$ cat src/rtl/uart_rx_fifo_if.sv
// Signal bundle between the UART receive FIFO and its producer/consumer.
// The slave side is the FIFO; the master side drives receive strobes and pops.
interface uart_rx_fifo_if #(
  parameter int AW = 4
);
  logic          rx_done;
  logic [7:0]    rx_data;
  logic          parity_error;
  logic          rd_en;
  logic          clr;
  logic          clr_overrun;
  logic [7:0]    rd_data;
  logic          rd_perr;
  logic          rd_valid;
  logic          empty;
  logic          full;
  logic [AW:0]   count;
  logic          overrun;
  logic          rts_n;

  modport slave (
    input  rx_done, rx_data, parity_error, rd_en, clr, clr_overrun,
    output rd_data, rd_perr, rd_valid, empty, full, count, overrun, rts_n
  );

  modport master (
    output rx_done, rx_data, parity_error, rd_en, clr, clr_overrun,
    input  rd_data, rd_perr, rd_valid, empty, full, count, overrun, rts_n
  );
endinterface

$ cat src/rtl/uart_rx_fifo.sv
// Receive FIFO: queues {parity_error, rx_data} per completed character,
// registered pop, sticky overrun and RTS flow control from the fill level.
module uart_rx_fifo #(
  parameter int DEPTH      = 16,
  parameter int AW         = 4,
  parameter int RTS_MARGIN = 4
) (
  input  logic           clk,
  input  logic           rst_n,
  uart_rx_fifo_if.slave  bus
);
  localparam logic [AW:0] FULL_CNT = (AW+1)'(DEPTH);
  localparam logic [AW:0] RTS_LVL  = (AW+1)'(DEPTH - RTS_MARGIN);

  logic [8:0]    mem [DEPTH];
  logic          wr_stb;
  logic [AW-1:0] wptr;
  logic [AW-1:0] rptr;
  logic [AW:0]   count;
  logic [AW:0]   count_nxt;
  logic          wr_acc;
  logic          rd_acc;
  logic          drop;
  logic [7:0]    rd_data;
  logic          rd_perr;
  logic          rd_valid;
  logic          overrun;
  logic          rts_n;

  // Read acceptance uses the pre-write count, so a write into an empty
  // FIFO is not readable in the same cycle.
  always_comb begin
    rd_acc    = bus.rd_en && (count != '0) && !bus.clr;
    wr_acc    = wr_stb && ((count < FULL_CNT) || rd_acc) && !bus.clr;
    drop      = wr_stb && !wr_acc && !bus.clr;
    count_nxt = count;
    if (bus.clr)
      count_nxt = '0;
    else if (wr_acc && !rd_acc)
      count_nxt = count + (AW+1)'(1);
    else if (rd_acc && !wr_acc)
      count_nxt = count - (AW+1)'(1);
  end

  always_ff @(posedge clk or negedge rst_n) begin
    if (!rst_n) begin
      wr_stb   <= 1'b0;
      wptr     <= '0;
      rptr     <= '0;
      count    <= '0;
      rd_data  <= '0;
      rd_perr  <= 1'b0;
      rd_valid <= 1'b0;
      overrun  <= 1'b0;
      rts_n    <= 1'b0;
    end else begin
      wr_stb   <= bus.rx_done;
      count    <= count_nxt;
      rd_valid <= rd_acc;
      rts_n    <= (count_nxt >= RTS_LVL);
      if (bus.clr) begin
        wptr <= '0;
        rptr <= '0;
      end else begin
        if (wr_acc) wptr <= wptr + AW'(1);
        if (rd_acc) rptr <= rptr + AW'(1);
      end
      if (rd_acc) {rd_perr, rd_data} <= mem[rptr];
      if (bus.clr)
        overrun <= 1'b0;
      else if (drop)
        overrun <= 1'b1;
      else if (bus.clr_overrun)
        overrun <= 1'b0;
    end
  end

  // Storage is deliberately not reset.
  always_ff @(posedge clk) begin
    if (wr_acc) mem[wptr] <= {bus.parity_error, bus.rx_data};
  end

  assign bus.rd_data  = rd_data;
  assign bus.rd_perr  = rd_perr;
  assign bus.rd_valid = rd_valid;
  assign bus.count    = count;
  assign bus.empty    = (count == '0);
  assign bus.full     = (count == FULL_CNT);
  assign bus.overrun  = overrun;
  assign bus.rts_n    = rts_n;
endmodule

$ cat src/flat_wrapper.sv
// flat-port wrapper written by rule: the top's interface ports become plain ports
module uart_rx_fifo_flat 
#(
  parameter int DEPTH      = 16,
  parameter int AW         = 4,
  parameter int RTS_MARGIN = 4
)
  (clk, rst_n, bus_rx_done, bus_rx_data, bus_parity_error, bus_rd_en, bus_clr, bus_clr_overrun, bus_rd_data, bus_rd_perr, bus_rd_valid, bus_empty, bus_full, bus_count, bus_overrun, bus_rts_n);
  uart_rx_fifo_if #(.AW(AW)) bus_i ();
  input  logic clk;
  input  logic rst_n;
  input wire logic [$bits(bus_i.rx_done)-1:0] bus_rx_done;
  input wire logic [$bits(bus_i.rx_data)-1:0] bus_rx_data;
  input wire logic [$bits(bus_i.parity_error)-1:0] bus_parity_error;
  input wire logic [$bits(bus_i.rd_en)-1:0] bus_rd_en;
  input wire logic [$bits(bus_i.clr)-1:0] bus_clr;
  input wire logic [$bits(bus_i.clr_overrun)-1:0] bus_clr_overrun;
  output wire logic [$bits(bus_i.rd_data)-1:0] bus_rd_data;
  output wire logic [$bits(bus_i.rd_perr)-1:0] bus_rd_perr;
  output wire logic [$bits(bus_i.rd_valid)-1:0] bus_rd_valid;
  output wire logic [$bits(bus_i.empty)-1:0] bus_empty;
  output wire logic [$bits(bus_i.full)-1:0] bus_full;
  output wire logic [$bits(bus_i.count)-1:0] bus_count;
  output wire logic [$bits(bus_i.overrun)-1:0] bus_overrun;
  output wire logic [$bits(bus_i.rts_n)-1:0] bus_rts_n;
  assign bus_i.rx_done = bus_rx_done;
  assign bus_i.rx_data = bus_rx_data;
  assign bus_i.parity_error = bus_parity_error;
  assign bus_i.rd_en = bus_rd_en;
  assign bus_i.clr = bus_clr;
  assign bus_i.clr_overrun = bus_clr_overrun;
  assign bus_rd_data = bus_i.rd_data;
  assign bus_rd_perr = bus_i.rd_perr;
  assign bus_rd_valid = bus_i.rd_valid;
  assign bus_empty = bus_i.empty;
  assign bus_full = bus_i.full;
  assign bus_count = bus_i.count;
  assign bus_overrun = bus_i.overrun;
  assign bus_rts_n = bus_i.rts_n;
  uart_rx_fifo #(.DEPTH(DEPTH), .AW(AW), .RTS_MARGIN(RTS_MARGIN)) u_core (.clk(clk), .rst_n(rst_n), .bus(bus_i));
endmodule
$ cat config.mk
export PLATFORM = sky130hd
export DESIGN_NAME = uart_rx_fifo_flat
export DESIGN_NICKNAME = d
export VERILOG_FILES = /design/src/rtl/uart_rx_fifo_if.sv /design/src/rtl/uart_rx_fifo.sv /design/src/flat_wrapper.sv
export SDC_FILE = /design/constraint.sdc
export NUM_CORES = 1
export LEC_CHECK = 0
export BUFFER_PORTS_ARGS = -buffer_cell sky130_fd_sc_hd__buf_2
export CAP_MARGIN = 20
export CORE_AREA = 3 3 138 100
export DETAILED_ROUTE_END_ITERATION = 7
export DIE_AREA = 0 0 141 103
export PLACE_DENSITY = 0.82
export SYNTH_ARGS = -nofsm -noshare
export SYNTH_HDL_FRONTEND = slang
export SYNTH_SLANG_ARGS = --single-unit
$ cat constraint.sdc
create_clock -name clk -period 2.9 [get_ports clk]
set_clock_uncertainty 0.2 [all_clocks]
set_input_delay 0.145 -clock clk [delete_from_list [all_inputs] [get_ports clk]]
set_output_delay 0.145 -clock clk [all_outputs]
set_load 0.02 [all_outputs]
==> run metrics <==
total negative slack=0 ps; gr usage total=21.96%; Nets=461; H-tree Lvls=4; final setup vio count=0; Period Utilization, post-route=88.96%; CORE AREA=12460 µm²; Power Total=6.434 mW; Slew headroom=56.93%; count of cell types in the netlist=47; starting density of the core=55.32%; GPL Wtd Cong=0.8162; I/O pins=34; layout cell share with drive strength beyond 1=29.71%; Vias per Instance=6.145; Root Buffer=clkbuf_16; Detail Placement HPWL=9419 µm; Pleak=2.770 nW; unrepaired setup endpoints after global routing=false; simple-gate share of the synthesized area=6.006%; CP Cell Sequence=inv_1 > ha_1 > or4b_4 > and2_1 > nand2_1 > a21oi_1 > dlygate4sd3_1; Synth async-reset ratio=15.29%; clk_lat worst skew=420 ps; first-pass GRT wire length=23050 µm; Main synth FF type=edfxtp_1; Post-synth EDFFs=144; main combinational cell family by area after synthesis=multiplexers; antenna viol nets, final=0; clock sinks=170; top post-synthesis cells by area=edfxtp_1 63%, mux4_2 12%, dfrtp_1 9.4%; CP max FO=7; die width=141 µm; status=completed; DRT Wirelength=14670 µm; commonest cells in the synthesized netlist=144 x edfxtp_1, 36 x mux4_2, 26 x dfrtp_1, 21 x nor2_1, 13 x mux2i_1; mux contribution to synthesized area=14.52%; n_diodes=0; Max Slew Vio Count=0; DR iter-0 viols=330; pwr dens=797.2 nW/µm²; slowest CP cell=dlygate4sd3_1; IR drop worst, VDD=0.0005223 V; slowest cell delay on critical path=570 ps; min Tclk post-route=2580 ps; Num CTS Buffers=17; fillers=802; area of the multi-input gates=1805 µm²; Synthesis Warnings=0; count leader, synth=edfxtp_1; DR pass1 iterations=5; Avg WL per Cell=23.93 µm; WP data required=3000 ps; Die ar.=14520 µm²; CP endpoint kind=flip-flop; Worst Tran Pin Value=640.1 ps; Final Hold Viols=0; element type at the critical path start=flip-flop; Synth Area in Adders=1.452%; type of the worst setup path=flip-flop to flip-flop; Buffers on Ports=33; via count=3767; Synthesized Nets=394; Worst-path clk slew=60 ps; CTS tree=built; register area=4976 µm²; std cell rows=34; area grow syn2layout=17.06%; crit path DAT=2680 ps; Seq cells post-synth=170; Yosys top cell area share=62.71%; initial antenna violation count=0; Post-route DRC=0; Seq/Total Area, Yosys=72.15%; Tightest Hold Check Type=input port to asynchronous set/reset pin; vias in the first global route=3897; Clock Tree Buf Depth=2; grt total ovfl=0; Post-Syn Area per Cell=18.59 µm²; Post-Synthesis Cell Area=6895 µm²; Yosys top cell by area=edfxtp_1; Synth Area in XOR/XNOR=1.016%; chip height=103 µm; max_cap viols=0; Compound-Gate Fraction of Synth Area=3.012%; Gate Count Post-Synth=371; fmax=0.3876 GHz; pin count of the biggest net entering global routing=40
[logic make-up (layout without fill, tap and decap cells)]
kind of cell,after synthesis,in the layout
compound gates,30,30
flops,170,170
simple gates,75,75
fa+ha+maj,8,8
xor+xnor,8,8
buf+inv,26,106
mux,54,54
[metrics by stage]
| step | area [µm²] | worst slack [ps] | instances | hold slack, ps | utilization (%) |
|---|---|---|---|---|---|
| after floorplan | 6895 | 101.7 | 371 | -350.6 | - |
| after global placement | 7330 | 581.5 | 565 | -18.72 | 58.80 |
| after detailed placement | 7330 | 391.3 | 565 | 0.04124 | 58.80 |
| after CTS | 8071 | 334.7 | 613 | 82.41 | 64.76 |
| after global routing | 8071 | 164.6 | 613 | 149.3 | 64.76 |
| final | 8071 | 320.3 | 613 | 91.18 | 64.76 |
[final timing paths]
path                            depth (start not counted)                     to                   from  slack [ps]
worst max-delay path                                    7         u_core.rptr[1]    u_core.bus.count[0]         320
worst min-delay path                                    2    u_core.bus.count[1]                  rst_n          90
worst min register to register                          2  u_core.bus.rd_data[3]  u_core.bus.rd_data[3]         390
worst max register to register                          7         u_core.rptr[1]    u_core.bus.count[0]         320
max in group asynchronous                               2         u_core.rptr[0]                  rst_n        1960
min in group clk                                        2          u_core.wr_stb            bus_rx_done         170
[critical path, delay by kind of cell (launching register included)]
kind	cells	cell delay (ps)
and+or+nand+nor	3	870
AOI/OAI and AO/OA	1	60
adders and majority gates	1	190
DFF	1	410
buffers and inverters	2	730
[registers in the layout, summed over array words and instances (netlist names), 4 cells and up]
name and cells:
u_core.mem 144, u_core.bus.rd_data 8, u_core.bus.count 5, u_core.rptr 4, u_core.wptr 4
[metal layers]
| layer | vias to the layer above | global-route usage (%) | wire [µm] |
|---|---|---|---|
| li1 | 1610 | - | - |
| met1 | 1932 | 30.76 | 6096 |
| met2 | 205 | 35.04 | 7097 |
| met3 | 20 | 5.656 | 1294 |
| met4 | 0 | 6.180 | 179 |
| met5 | - | 0 | 0 |
[where the power goes]
group | total [mW] | switching (mW) | leakage [nW] | internal [mW]
Sequential | 2.88 | 0.110 | 1.63 | 2.77
Clock | 2.19 | 0.980 | 0.276 | 1.21
Combinational | 1.36 | 0.738 | 0.867 | 0.621
Total | 6.43 | 1.83 | 2.77 | 4.61
[cells in the final DEF, fill, tap and decap left out, types with 2 or more instances in the layout]
cell type,count
buf_4,18
dfrtp_1,25
clkinvlp_4,3
xor2_1,4
xnor2_1,4
inv_8,2
mux2i_1,13
edfxtp_1,144
nor3_1,7
and3_1,5
clkbuf_16,17
mux4_2,36
ha_1,8
inv_1,5
nor4_1,2
a211oi_1,7
o22ai_1,4
nor3b_1,3
nand2b_1,5
nor2b_1,6
nand4_1,2
mux2_2,4
inv_6,6
nand3b_1,3
dlygate4sd3_1,16
nand2_1,9
nor2_1,21
and2_1,2
nand3_1,2
buf_2,33
o21ai_0,2
a21oi_1,10
[final cells by class]
| class | instances | area share, % |
|---|---|---|
| sequential | 170 | 61.65 |
| clock buffer | 17 | 5.271 |
| tap | 162 | 2.511 |
| multi-input combinational | 175 | 22.37 |
| clock inverter | 15 | 1.938 |
| timing repair buffer | 68 | 5.953 |
| inverter | 6 | 0.3100 |
[what timing repair did]
action | 4_1_cts | 5_1_grt
endpoints found under the hold margin | 182 | 0
resized for setup | 0 | 0
setup endpoints to repair | 0 | 0
setup buffers | 0 | 0
hold buffers | 16 | 0
No activity file was read; power rests on OpenSTA's default activity.
